$ cat src/rtl/uart_pkg.sv
// rtl/uart_pkg.sv - shared UART constants and receiver state encoding
//
// Purpose: common definitions for the UART receiver and transmitter.
//   DATA_BITS, OVERSAMPLE : default frame payload width and ticks per bit
//   CLK_FREQ_HZ, BAUD_RATE: system clock and line rate for the baud generator
//   BAUD_DIV              : clk cycles between rxClkEn strobes (27 at 50 MHz/115200)
//   rxState_t             : receiver FSM states
package uart_pkg;

    localparam int DATA_BITS   = 8;
    localparam int OVERSAMPLE  = 16;
    localparam int CLK_FREQ_HZ = 50_000_000;
    localparam int BAUD_RATE   = 115_200;
    localparam int BAUD_DIV    = CLK_FREQ_HZ / (BAUD_RATE * OVERSAMPLE);

    typedef enum logic [1:0] {
        IDLE  = 2'd0,
        START = 2'd1,
        DATA  = 2'd2,
        STOP  = 2'd3
    } rxState_t;

endpackage

$ cat src/rtl/sync2.sv
// rtl/sync2.sv - two-flop synchronizer for an asynchronous single-bit input
//
// Purpose: bring an asynchronous level into the clk domain.
// Ports:
//   clk  : system clock, rising edge
//   rst  : asynchronous active-high reset (both flops load RESET_VAL)
//   d    : asynchronous input
//   q    : synchronized output, two clk cycles behind d
module sync2 #(
    parameter logic RESET_VAL = 1'b1
) (
    input  logic clk,
    input  logic rst,
    input  logic d,
    output logic q
);

    logic meta;

    always_ff @(posedge clk or posedge rst) begin
        if (rst) begin
            meta <= RESET_VAL;
            q    <= RESET_VAL;
        end else begin
            meta <= d;
            q    <= meta;
        end
    end

endmodule

$ cat src/rtl/uart_rx.sv
// rtl/uart_rx.sv - oversampling UART receiver, 8N1 by default
//
// Purpose: deframes start/data/stop bits from rx, sampling each bit at its
// middle using rxClkEn ticks, and holds the last good byte for a consumer.
// Ports:
//   clk      : system clock, rising edge
//   rst      : asynchronous active-high reset
//   rxClkEn  : single-cycle strobe at OVERSAMPLE x baud rate
//   rx       : asynchronous serial line, idle high
//   rxData   : last good received byte
//   rxValid  : rxData holds an unconsumed byte
//   rxAck    : consumer accepts rxData
//   frameErr : one-cycle pulse on a bad stop bit
//   overrun  : one-cycle pulse when a good frame is dropped
//   busy     : high whenever the FSM is not in IDLE
module uart_rx #(
    parameter int DATA_BITS  = uart_pkg::DATA_BITS,
    parameter int OVERSAMPLE = uart_pkg::OVERSAMPLE
) (
    input  logic                 clk,
    input  logic                 rst,
    input  logic                 rxClkEn,
    input  logic                 rx,
    output logic [DATA_BITS-1:0] rxData,
    output logic                 rxValid,
    input  logic                 rxAck,
    output logic                 frameErr,
    output logic                 overrun,
    output logic                 busy
);

    import uart_pkg::*;

    localparam int TW = $clog2(OVERSAMPLE);
    localparam int BW = $clog2(DATA_BITS + 1);

    localparam logic [TW-1:0] TICK_HALF = TW'(OVERSAMPLE / 2 - 1);
    localparam logic [TW-1:0] TICK_LAST = TW'(OVERSAMPLE - 1);
    localparam logic [BW-1:0] BIT_LAST  = BW'(DATA_BITS - 1);

    rxState_t              state, nextState;
    logic [TW-1:0]         tickCnt, nextTick;
    logic [BW-1:0]         bitCnt, nextBit;
    logic [DATA_BITS-1:0]  shiftReg;
    logic                  rxS;
    logic                  shiftEn;
    logic                  stopTick;

    sync2 #(.RESET_VAL(1'b1)) rxSync (
        .clk (clk),
        .rst (rst),
        .d   (rx),
        .q   (rxS)
    );

    always_ff @(posedge clk or posedge rst) begin
        if (rst) begin
            state   <= IDLE;
            tickCnt <= '0;
            bitCnt  <= '0;
        end else begin
            state   <= nextState;
            tickCnt <= nextTick;
            bitCnt  <= nextBit;
        end
    end

    // Everything advances only on rxClkEn; between strobes the FSM is frozen.
    always_comb begin
        nextState = state;
        nextTick  = tickCnt;
        nextBit   = bitCnt;
        shiftEn   = 1'b0;
        stopTick  = 1'b0;
        if (rxClkEn) begin
            case (state)
                IDLE: begin
                    if (!rxS) begin
                        nextState = START;
                        nextTick  = '0;
                    end
                end
                START: begin
                    // Half a bit in: still low means a real start bit,
                    // otherwise it was a glitch and we quietly go back.
                    if (tickCnt == TICK_HALF) begin
                        nextTick  = '0;
                        nextBit   = '0;
                        nextState = rxS ? IDLE : DATA;
                    end else begin
                        nextTick = tickCnt + 1'b1;
                    end
                end
                DATA: begin
                    if (tickCnt == TICK_LAST) begin
                        nextTick = '0;
                        shiftEn  = 1'b1;
                        nextBit  = bitCnt + 1'b1;
                        if (bitCnt == BIT_LAST) begin
                            nextState = STOP;
                        end
                    end else begin
                        nextTick = tickCnt + 1'b1;
                    end
                end
                STOP: begin
                    if (tickCnt == TICK_LAST) begin
                        nextTick  = '0;
                        stopTick  = 1'b1;
                        nextState = IDLE;
                    end else begin
                        nextTick = tickCnt + 1'b1;
                    end
                end
                default: nextState = IDLE;
            endcase
        end
    end

    // LSB arrives first, so new bits enter at the top and walk down.
    always_ff @(posedge clk or posedge rst) begin
        if (rst) begin
            shiftReg <= '0;
        end else if (shiftEn) begin
            shiftReg <= {rxS, shiftReg[DATA_BITS-1:1]};
        end
    end

    // An ack in the same cycle as a good stop frees the holding register,
    // so the new byte replaces the old one instead of being dropped.
    always_ff @(posedge clk or posedge rst) begin
        if (rst) begin
            rxData   <= '0;
            rxValid  <= 1'b0;
            frameErr <= 1'b0;
            overrun  <= 1'b0;
        end else begin
            frameErr <= 1'b0;
            overrun  <= 1'b0;
            if (rxAck) begin
                rxValid <= 1'b0;
            end
            if (stopTick) begin
                if (!rxS) begin
                    frameErr <= 1'b1;
                end else if (!rxValid || rxAck) begin
                    rxData  <= shiftReg;
                    rxValid <= 1'b1;
                end else begin
                    overrun <= 1'b1;
                end
            end
        end
    end

    assign busy = (state != IDLE);

endmodule
$ cat config.mk
export PLATFORM = sky130hd
export DESIGN_NAME = uart_rx
export DESIGN_NICKNAME = d
export VERILOG_FILES = /design/src/rtl/uart_pkg.sv /design/src/rtl/sync2.sv /design/src/rtl/uart_rx.sv
export SDC_FILE = /design/constraint.sdc
export NUM_CORES = 1
export LEC_CHECK = 0
export ABC_AREA = 1
export CORE_MARGIN = 5
export CORE_UTILIZATION = 54
export DETAILED_ROUTE_END_ITERATION = 8
export PLACE_DENSITY = 0.79
export SLEW_MARGIN = 30
export SYNTH_ARGS = -nofsm -noshare
export SYNTH_HDL_FRONTEND = slang
export SYNTH_SLANG_ARGS = --single-unit
$ cat constraint.sdc
create_clock -name clk -period 1.5 [get_ports clk]
set_clock_uncertainty 0.05 [all_clocks]
set_input_delay 0.3 -clock clk [delete_from_list [all_inputs] [get_ports clk]]
set_output_delay 0.3 -clock clk [all_outputs]
set_load 0.01 [all_outputs]
==> results.sh, run 1 <==
export IMPL_fin_ws_ns=0.09253
export IMPL_cts_buffers=5
export IMPL_clock_fmax_ghz=0.7105
export IMPL_finalWeightedCongestion=0.8509
export IMPL_syn_nets=160
export IMPL_slowest_delay_ns=0.41
export IMPL_diodes=0
export IMPL_power_leakage_nw=0.8847
export IMPL_num_vias=1107
export IMPL_synth_top_area_frac=0.4924
export IMPL_synthTopCellsByArea="dfrtp_1 49%, nand2_1 11%, o21ai_2 11%"
export IMPL_crit_type="reg2out"
export IMPL_root_buffer="clkbuf_4"
export IMPL_end_kind="output port"
export IMPL_internal_power_mw=1.671
export IMPL_power_combinational_fraction=0.308
export IMPL_port_buffers=16
export IMPL_worstMarginPinSlew_ns=0.2605
export IMPL_antenna_found_initial=0
export IMPL_yosys_warnings=0
export IMPL_hold_buffers=0
export IMPL_maxSlewViolCount=0
export IMPL_grt_pass1_wl_um=4692
export IMPL_layout_drive_gt1_share=0.2842
export IMPL_ir_drop_mv=1.165
export IMPL_start_util=0.5487
export IMPL_power_switching_mw=0.8491
export IMPL_clock_sinks=31
export IMPL_yosys_area_top_type="dfrtp_1"
export IMPL_min_period_ns=1.407
export IMPL_fin_setup_tns_ns=0
export IMPL_dp_slack_ns=-0.1016
export IMPL_relSlewSlack=0.8259
export IMPL_cts_path_max_buffers=2
export IMPL_status="finished clean"
export IMPL_grt_start_max_net_pins=32
export IMPL_path_clk_slew_ns=0.10
export IMPL_first_iter_violations=29
export IMPL_first_pass_iters=4
export IMPL_viasPerCell=5.173
export IMPL_cap_violations=0
export IMPL_synth_edf_count=0
export IMPL_finalWirelength_um=2648
export IMPL_critPathLaunchType="flip-flop"
export IMPL_drc_errors=0
export IMPL_critPathArrivalTime_ns=1.06
export IMPL_cts_tree="built"
export IMPL_core_area_mm2=0.002686
export IMPL_synthDistinctLibCells=24
export IMPL_grt_pass1_vias=1061
export IMPL_p_seq_frac=0.421
export IMPL_netlist_top_cells_count="45 x nand2_1, 29 x dfrtp_1, 20 x inv_1"
export IMPL_finalSetupViolations=0
export IMPL_area_growth_pct=23.17
export IMPL_place_hpwl_um=1906
export IMPL_path_cells="inv_2 > nand2_2 > buf_2"
export IMPL_synthFlopType="dfrtp_1"
export IMPL_hp_class="in2async"
export IMPL_dieArea_mm2=0.003874
export IMPL_pwr_share_clk=0.271
export IMPL_overflow=0
export IMPL_hold_viol_final=0
export IMPL_cts_htree_levels=2
export IMPL_cp_required_ns=1.15
export IMPL_rows=19
export IMPL_layout_nets=189
export IMPL_io_pins=17
export IMPL_min_period_over_period=0.9383
export IMPL_detail_route_antenna_nets=0
export IMPL_p_per_area_mw_per_mm2=1388
export IMPL_seq_area_frac_synth=0.5280
export IMPL_die_y_um=62.25
export IMPL_ys_ff_latch=31
export IMPL_sw_frac_of_total=0.3369
export IMPL_avgSynthCellArea_um2=9.633
export IMPL_die_w_um=62.25
export IMPL_grt_use_total=0.1519
export IMPL_cp_slowest_cell="dfrtp_1"
export IMPL_async_flop_share=1.000
export IMPL_wl_per_cell_um=12.37
export IMPL_synth_most_common_cell="nand2_1"
export IMPL_syn_cell_area_mm2=0.001474
export IMPL_crit_fanout=4
export IMPL_syn_inst=153
export IMPL_clkLatencyLatePin_ns=0.33
[critical path: cells and delay by family (launching register included)]
kind / cells / cell delay, ns
buf+inv: 2 / 0.24
simple gates: 1 / 0.08
flops: 1 / 0.41
[worst paths after layout]
kind                             startpoint     endpoint  slack [ns]  cells past startpoint
worst max-delay path               state[0]         busy        0.09                      3
max in group asynchronous               rst  rxSync.meta        0.91                      3
min in group clk                rxSync.meta     rxSync.q        0.31                      0
worst min-delay path                    rst    rxData[2]        0.25                      3
worst min register to register  rxSync.meta     rxSync.q        0.31                      0
worst max register to register   tickCnt[1]  shiftReg[3]        0.10                      6
[placed cells by master, fill, tap and decap left out, types with 4 or more instances in the layout]
cell,n
o21ai_2,18
dfrtp_1,29
nor2_1,4
inv_1,19
nand2_1,44
clkdlybuf4s50_1,4
nand3_1,8
buf_4,6
dlygate4sd2_1,11
clkbuf_4,5
[kinds of logic after synthesis]
kind of cell             count (synthesis)  synth area share
AND/OR/NAND/NOR                         67            0.2241
flip-flops                              31            0.5280
AO/OA/AOI/OAI                           26            0.1418
adder cells (fa/ha/maj)                  2           0.01698
buffers and inverters                   24           0.07131
XOR/XNOR                                 3           0.01783
[registers in the layout, summed over array words and instances, names as in the netlist, named ones only]
signal       count
rxValid          1
frameErr         1
shiftReg         8
bitCnt           4
overrun          1
rxSync.q         1
state            1
rxData           8
rxSync.meta      1
tickCnt          4
[power by group through the flow]
stage	sequential [mW]	clock, mW	combinational [mW]
after floorplan	1.07	0	0.480
after global placement	1.05	0	0.718
after detailed placement	1.06	0	0.744
after CTS	1.05	0.697	0.741
after global routing	1.08	0.741	0.870
final	1.06	0.683	0.775
[timing repair]
item / 4_1_cts / 5_1_grt
setup buffers: 0 / 1
setup endpoints to repair: 13 / 22
gates resized for setup: 17 / 3
gates cloned: 1 / 0
[stage by stage]
step,power (mW),utilization,std cells,hold WS (ns),area [um^2]
after CTS,2.486,0.6684,213,0.2486,1795
after detailed placement,1.807,0.6358,204,0.2973,1708
final,2.520,0.6758,214,0.2517,1815
after global placement,1.770,0.6358,204,0.2982,1708
after global routing,2.692,0.6758,214,0.2507,1815
after floorplan,1.553,-,153,0.2545,1474
[final cells by class]
class                      instances  area [um^2]
clock buffer                       6        51.30
clock inverter                     2        35.03
fill                             209        870.8
inverter                          22        82.58
multi-input combinational         99        623.1
sequential                        31        778.2
tap                               31        38.79
timing repair buffer              23        206.4
[routing by layer]
metal,global-route usage,vias to the layer above,wire length [um]
met4,0.06233,0,38
met3,0.07027,5,155
met5,0,-,0
met2,0.2435,18,1290
met1,0.1735,540,1164
li1,-,544,-
No activity file was read; power rests on OpenSTA's default activity.
==> run 2: changes to the inputs <==
CTS_CLUSTER_SIZE = 30   (was unset)
==> results of run 2 <==
No change in the layout: final DEF, timing and power equal those of run 1.
